===== config.mk =====
export PLATFORM = sky130hd
export DESIGN_NAME = if_stage
export DESIGN_NICKNAME = d
export VERILOG_FILES = /design/src/rtl/if_stage.sv
export SDC_FILE = /design/constraint.sdc
export NUM_CORES = 1
export LEC_CHECK = 0
export CAP_MARGIN = 20
export CORE_UTILIZATION = 46
export DETAILED_ROUTE_END_ITERATION = 10
export HOLD_SLACK_MARGIN = 0.06
export PLACE_DENSITY = 0.9
export SLEW_MARGIN = 30
export SYNTH_ARGS = -nofsm -noshare
export SYNTH_HDL_FRONTEND = slang
export SYNTH_SLANG_ARGS = --single-unit

===== constraint.sdc =====
create_clock -name clk -period 5.9 [get_ports clk]
set_input_delay 1.475 -clock clk [delete_from_list [all_inputs] [get_ports clk]]
set_output_delay 1.475 -clock clk [all_outputs]
set_load 0.05 [all_outputs]

===== src/rtl/if_stage.sv =====
// Instruction-fetch stage: PC register, next-PC redirect select and the IF/ID latch.
// Optional fetch/stall performance counters are built when IF_PERF_CNT_EN is defined.
module if_stage #(
  parameter logic [31:0] RESET_PC = 32'h0000_3000,
  parameter logic [31:0] NOP_WORD = 32'h0000_0000
) (
  input  logic        clk,
  input  logic        reset,
  input  logic        stall,
  input  logic        flush,
  input  logic        br_taken,
  input  logic [31:0] br_target,
  input  logic        jump,
  input  logic        jr,
  input  logic [31:0] jr_target,
  output logic [31:0] imem_addr,
  input  logic [31:0] imem_rdata,
  output logic [31:0] id_instr,
  output logic [31:0] id_pc,
  output logic [31:0] id_pc8,
  output logic        id_valid
`ifdef IF_PERF_CNT_EN
  ,
  output logic [31:0] perf_fetch,
  output logic [31:0] perf_stall
`endif
);

  logic [31:0] pc_q, pc_d;
  logic [31:0] id_instr_q, id_instr_d;
  logic [31:0] id_pc_q, id_pc_d;
  logic [31:0] id_pc8_q, id_pc8_d;
  logic        id_valid_q, id_valid_d;

  logic [31:0] pc_plus4_s;
  logic [3:0]  jmp_seg_s;
  logic [31:0] jump_target_s;
  logic [31:0] pc_sel_s;

  // Upper nibble of (id_pc + 4): a carry reaches bit 28 only when bits 27:2 are all ones.
  assign jmp_seg_s     = id_pc_q[31:28] + {3'b000, &id_pc_q[27:2]};
  assign jump_target_s = {jmp_seg_s, id_instr_q[25:0], 2'b00};
  assign pc_plus4_s    = pc_q + 32'd4;

  // Next-PC selection: stall, then jr, jump, taken branch, sequential.
  always_comb begin
    pc_sel_s = pc_plus4_s;
    if (stall) begin
      pc_sel_s = pc_q;
    end else if (jr) begin
      pc_sel_s = jr_target;
    end else if (jump) begin
      pc_sel_s = jump_target_s;
    end else if (br_taken) begin
      pc_sel_s = br_target;
    end else begin
      pc_sel_s = pc_plus4_s;
    end
    pc_d = pc_sel_s & 32'hFFFF_FFFC;
  end

  // IF/ID latch next state: flush bubbles, stall holds, otherwise capture the fetch.
  always_comb begin
    id_instr_d = id_instr_q;
    id_pc_d    = id_pc_q;
    id_pc8_d   = id_pc8_q;
    id_valid_d = id_valid_q;
    if (flush) begin
      id_instr_d = NOP_WORD;
      id_valid_d = 1'b0;
    end else if (stall) begin
      id_valid_d = id_valid_q;
    end else begin
      id_instr_d = imem_rdata;
      id_pc_d    = pc_q;
      id_pc8_d   = pc_q + 32'd8;
      id_valid_d = 1'b1;
    end
  end

  // PC and IF/ID state registers.
  always_ff @(posedge clk or posedge reset) begin
    if (reset) begin
      pc_q       <= RESET_PC;
      id_instr_q <= NOP_WORD;
      id_pc_q    <= 32'h0000_0000;
      id_pc8_q   <= 32'h0000_0000;
      id_valid_q <= 1'b0;
    end else begin
      pc_q       <= pc_d;
      id_instr_q <= id_instr_d;
      id_pc_q    <= id_pc_d;
      id_pc8_q   <= id_pc8_d;
      id_valid_q <= id_valid_d;
    end
  end

  assign imem_addr = pc_q;
  assign id_instr  = id_instr_q;
  assign id_pc     = id_pc_q;
  assign id_pc8    = id_pc8_q;
  assign id_valid  = id_valid_q;

`ifdef IF_PERF_CNT_EN
  logic [31:0] perf_fetch_q, perf_fetch_d;
  logic [31:0] perf_stall_q, perf_stall_d;

  // Counter increments; both wrap naturally at 2^32.
  always_comb begin
    perf_fetch_d = perf_fetch_q;
    perf_stall_d = perf_stall_q;
    if (stall) begin
      perf_stall_d = perf_stall_q + 32'd1;
    end else begin
      perf_fetch_d = perf_fetch_q + 32'd1;
    end
  end

  // Performance counter registers.
  always_ff @(posedge clk or posedge reset) begin
    if (reset) begin
      perf_fetch_q <= 32'h0000_0000;
      perf_stall_q <= 32'h0000_0000;
    end else begin
      perf_fetch_q <= perf_fetch_d;
      perf_stall_q <= perf_stall_d;
    end
  end

  assign perf_fetch = perf_fetch_q;
  assign perf_stall = perf_stall_q;
`endif

endmodule


==> run summary <==
The run finished with clean final reports. The number of buffers added by the clock tree synthesis step came out at 17. The count of port buffers added during placement is about 220. In the final layout, the share of cells above drive strength 1 is a little over a tenth. The detail-routed via count per cell came out at about 5.9. Synthesis produced between 600 and 700 cells.

The critical path goes through clkdlybuf4s50_1, buf_4, nor2b_1, buf_4, a221oi_1, a21oi_1, o221a_2. The share of the Yosys chip area taken by registers is about 46%. Max-cap violations in this run came to 0.

The summed area of non-filler cells in the final layout came out at 9460 sq um. The post-synthesis register bit count is 122. The relative area change from synthesis to final layout came out at 42.7%. The post-route clock period utilization came out at about three fifths. In this run, synthesis inferred 0 flip-flops with an integrated enable.

For this configuration, the core starts out at a cell density of 47.4%. The mapped netlist covers around 6600 sq um. The post-route worst setup slack is about 2.4 ns. Cells fill between 60% and 70% of the core in the end.

The required time of the critical path came out at between 6 and 7 ns. The count of cells resized by post-cts repair is 0. The count of nets left with antenna violations once routing finished came out at 0.

For this run, the leading register cell type out of synthesis is sky130_fd_sc_hd__dfrtp_1. The number of placed I/O pins is about 230. Setup repair after global routing left no endpoint under its margin.

The CTS tree is built. The kind of end point of the critical path is a flop. The tightest hold path in the finished design has a slack of 0.523 ns.

The total of endpoints with negative setup slack in the final report came out at 0. The clock tree synthesis step divided the H-tree into 4 levels. The actual transition at the worst max-transition pin is 0.840 ns. The slowest stage of the critical path belongs to the cell sky130_fd_sc_hd__clkdlybuf4s50_1.

Entering global routing, the biggest net connects between 80 and 90 pins. The headroom to the max-slew limit is about 44%. The average footprint of a synthesized cell came out at about 9.8 sq um.

The count of distinct cell types in the synthesized netlist came out at a little over 60. In this run the power density over the cells is ~350 nW/um^2. The total congestion overflow after global routing is 0. The net count of the finished layout is between 900 and 1000. The maximum clock rate is approximately 280 MHz. The arrival time at the worst endpoint is ~3.8 ns. The final non-filler cell total came out at between 1000 and 1500.

The worst IR drop on VDD came out at approximately 0.00021 V. The global placer's final weighted congestion came out at approximately 0.89. The fill cell total of the finished layout came out at 1079. The standard cell core area came out at approximately 14000 sq um. The register clock-pin slew on the reported worst setup and hold paths came out at ~0.06 ns. The design draws about 3.3 mW. The clock passes through at most 2 buffers. The number of antenna violations at the first check in global routing is 0. The count of clock tree sinks came out at approximately 120. The highest fanout seen on the critical path came out at 14. The first-pass iteration count of the detailed router is 6.

The number of warnings issued by yosys came out at 0. The post-detailed-routing wire length is approximately 21 mm. The die height is 122 um. The placement row count came out at 43. The iteration-0 DRC count of the detailed router came out at ~600. The post-synthesis async set-or-reset flop share is between 90% and 100%. The total die area is approximately 15000 sq um. After legalization and detailed placement, the total HPWL measured roughly 16 mm.

Summing over every cut layer, the via total after detailed routing is about 6300. The setup TNS came out at 0 ns. STA classifies the critical path startpoint as an input port. 0 antenna diodes ended up in the layout. The global router's overall resource usage is between 20% and 30%. The count of final hold-check violations came out at 0.

The library cells used most frequently in the layout, excluding fill and tap cells, are sky130_fd_sc_hd__clkdlybuf4s50_1 (220), sky130_fd_sc_hd__dfrtp_1 (120), sky130_fd_sc_hd__nor2_1 (95). The static leakage power came out at 3.80 nW. The first global-routing pass estimated between 30 and 40 mm of wire. The library cell used most frequently in the layout, excluding fill and tap cells, is sky130_fd_sc_hd__clkdlybuf4s50_1. The worst-case clock skew came out at between 0.008 and 0.009 ns.

Counting tap cells, the placed design contains a total of 1028 instances. In this run the cell area measured after placement is around 8900 sq um. Clock latency on the worst-skew pair, taken at its later pin, is 0.42 ns. The clock root buffer is sky130_fd_sc_hd__clkbuf_16. By startpoint and endpoint, the worst setup path is classified as in2reg. After detailed routing, the average wire length per cell comes to a little over 20 um. The maximum single-stage delay on the critical path came out at 0.66 ns.

The number of setup buffers added after CTS is 0. The count of hold-fix buffers inserted at cts is 0. The setup slack at placement is 2.03 ns. The width of the die is ~120 um. The clock period could shrink to between 3 and 4 ns. By instance count, the cell type seen most on the critical path is sky130_fd_sc_hd__buf_4. The worst hold path belongs to the class reg2reg. The via count of the first global-routing pass was 6000. The number of remaining DRC errors is 0.

The number of max-slew violations in the final report came to 0.
[state kept, by name, summed over array words and instances (netlist names)]
register,cells
imem_addr,30
id_pc,30
id_pc8,29
id_valid,1
id_instr,32
[Yosys cell counts (10+ instances only)]
cell,count,share of area [%]
sky130_fd_sc_hd__dfrtp_1,120,45
sky130_fd_sc_hd__nor2_1,97,5.5
sky130_fd_sc_hd__a21oi_1,53,4.0
sky130_fd_sc_hd__nand2_1,38,2.2
sky130_fd_sc_hd__mux2i_1,35,5.3
sky130_fd_sc_hd__mux2_2,31,5.3
sky130_fd_sc_hd__clkbuf_1,28,1.6
sky130_fd_sc_hd__nand3_1,26,2.0
sky130_fd_sc_hd__xnor2_1,24,3.2
sky130_fd_sc_hd__xor2_1,19,2.5
sky130_fd_sc_hd__a221oi_1,17,2.2
sky130_fd_sc_hd__o21ai_0,16,1.2
sky130_fd_sc_hd__buf_2,14,1.1
sky130_fd_sc_hd__inv_1,14,0.79
sky130_fd_sc_hd__nand4_1,14,1.3
sky130_fd_sc_hd__nor3_1,12,0.91
sky130_fd_sc_hd__o22ai_1,10,0.94
[worst paths after layout]
check | cells after the start | slack, ns | endpoint | from
min | 2 | 0.52 | id_pc8[10] | id_pc8[10]
max in group asynchronous | 3 | 3.47 | id_pc[7] | reset
max | 7 | 2.37 | imem_addr[15] | br_taken
max reg2reg | 10 | 2.78 | imem_addr[30] | id_pc[13]
min reg2reg | 2 | 0.52 | id_pc8[10] | id_pc8[10]
min in group asynchronous | 2 | 1.40 | id_pc[31] | reset
[critical path: cells and delay by family]
family,cells,cell delay [ns]
compound gates,3,0.96
buf+inv,3,1.22
simple gates,1,0.19
[report_power, final]
group	internal (mW)	switching, mW	leakage [nW]	total, mW
clock network	0.653	0.377	0.278	1.03
logic	0.406	0.707	2.06	1.11
registers	0.961	0.158	1.47	1.12
total	2.02	1.24	3.80	3.26
[metal layers]
metal  GRT usage [%]  up-vias  share of wire, %
li1                -     2800                 -
met4            12.9        0               3.1
met2            46.4      362                47
met3            8.01       54               9.2
met5               0        -                 0
met1            39.2     3047                41
[cell type report]
class | count | area (sq um) | share of cell area, %
Clock buffer | 22 | 474 | 5.01
Clock inverter | 10 | 118 | 1.24
Inverter | 15 | 58.8 | 0.622
Multi-Input combinational cell | 481 | 3250 | 34.4
Sequential cell | 122 | 3060 | 32.3
Tap cell | 180 | 225 | 2.38
Timing Repair Buffer | 230 | 2280 | 24.1
[cell families after synthesis]
kind of cell               synth area share, %
muxes                                     10.6
xor gates and xnor gates                  5.68
buffers and inverters                     5.29
AOI/OAI and AO/OA                         14.6
adders and majority gates                0.755
other                                   0.0566
and+or+nand+nor                           16.9
DFF                                       46.1
Note: power is estimated with default switching activity, not from simulation.
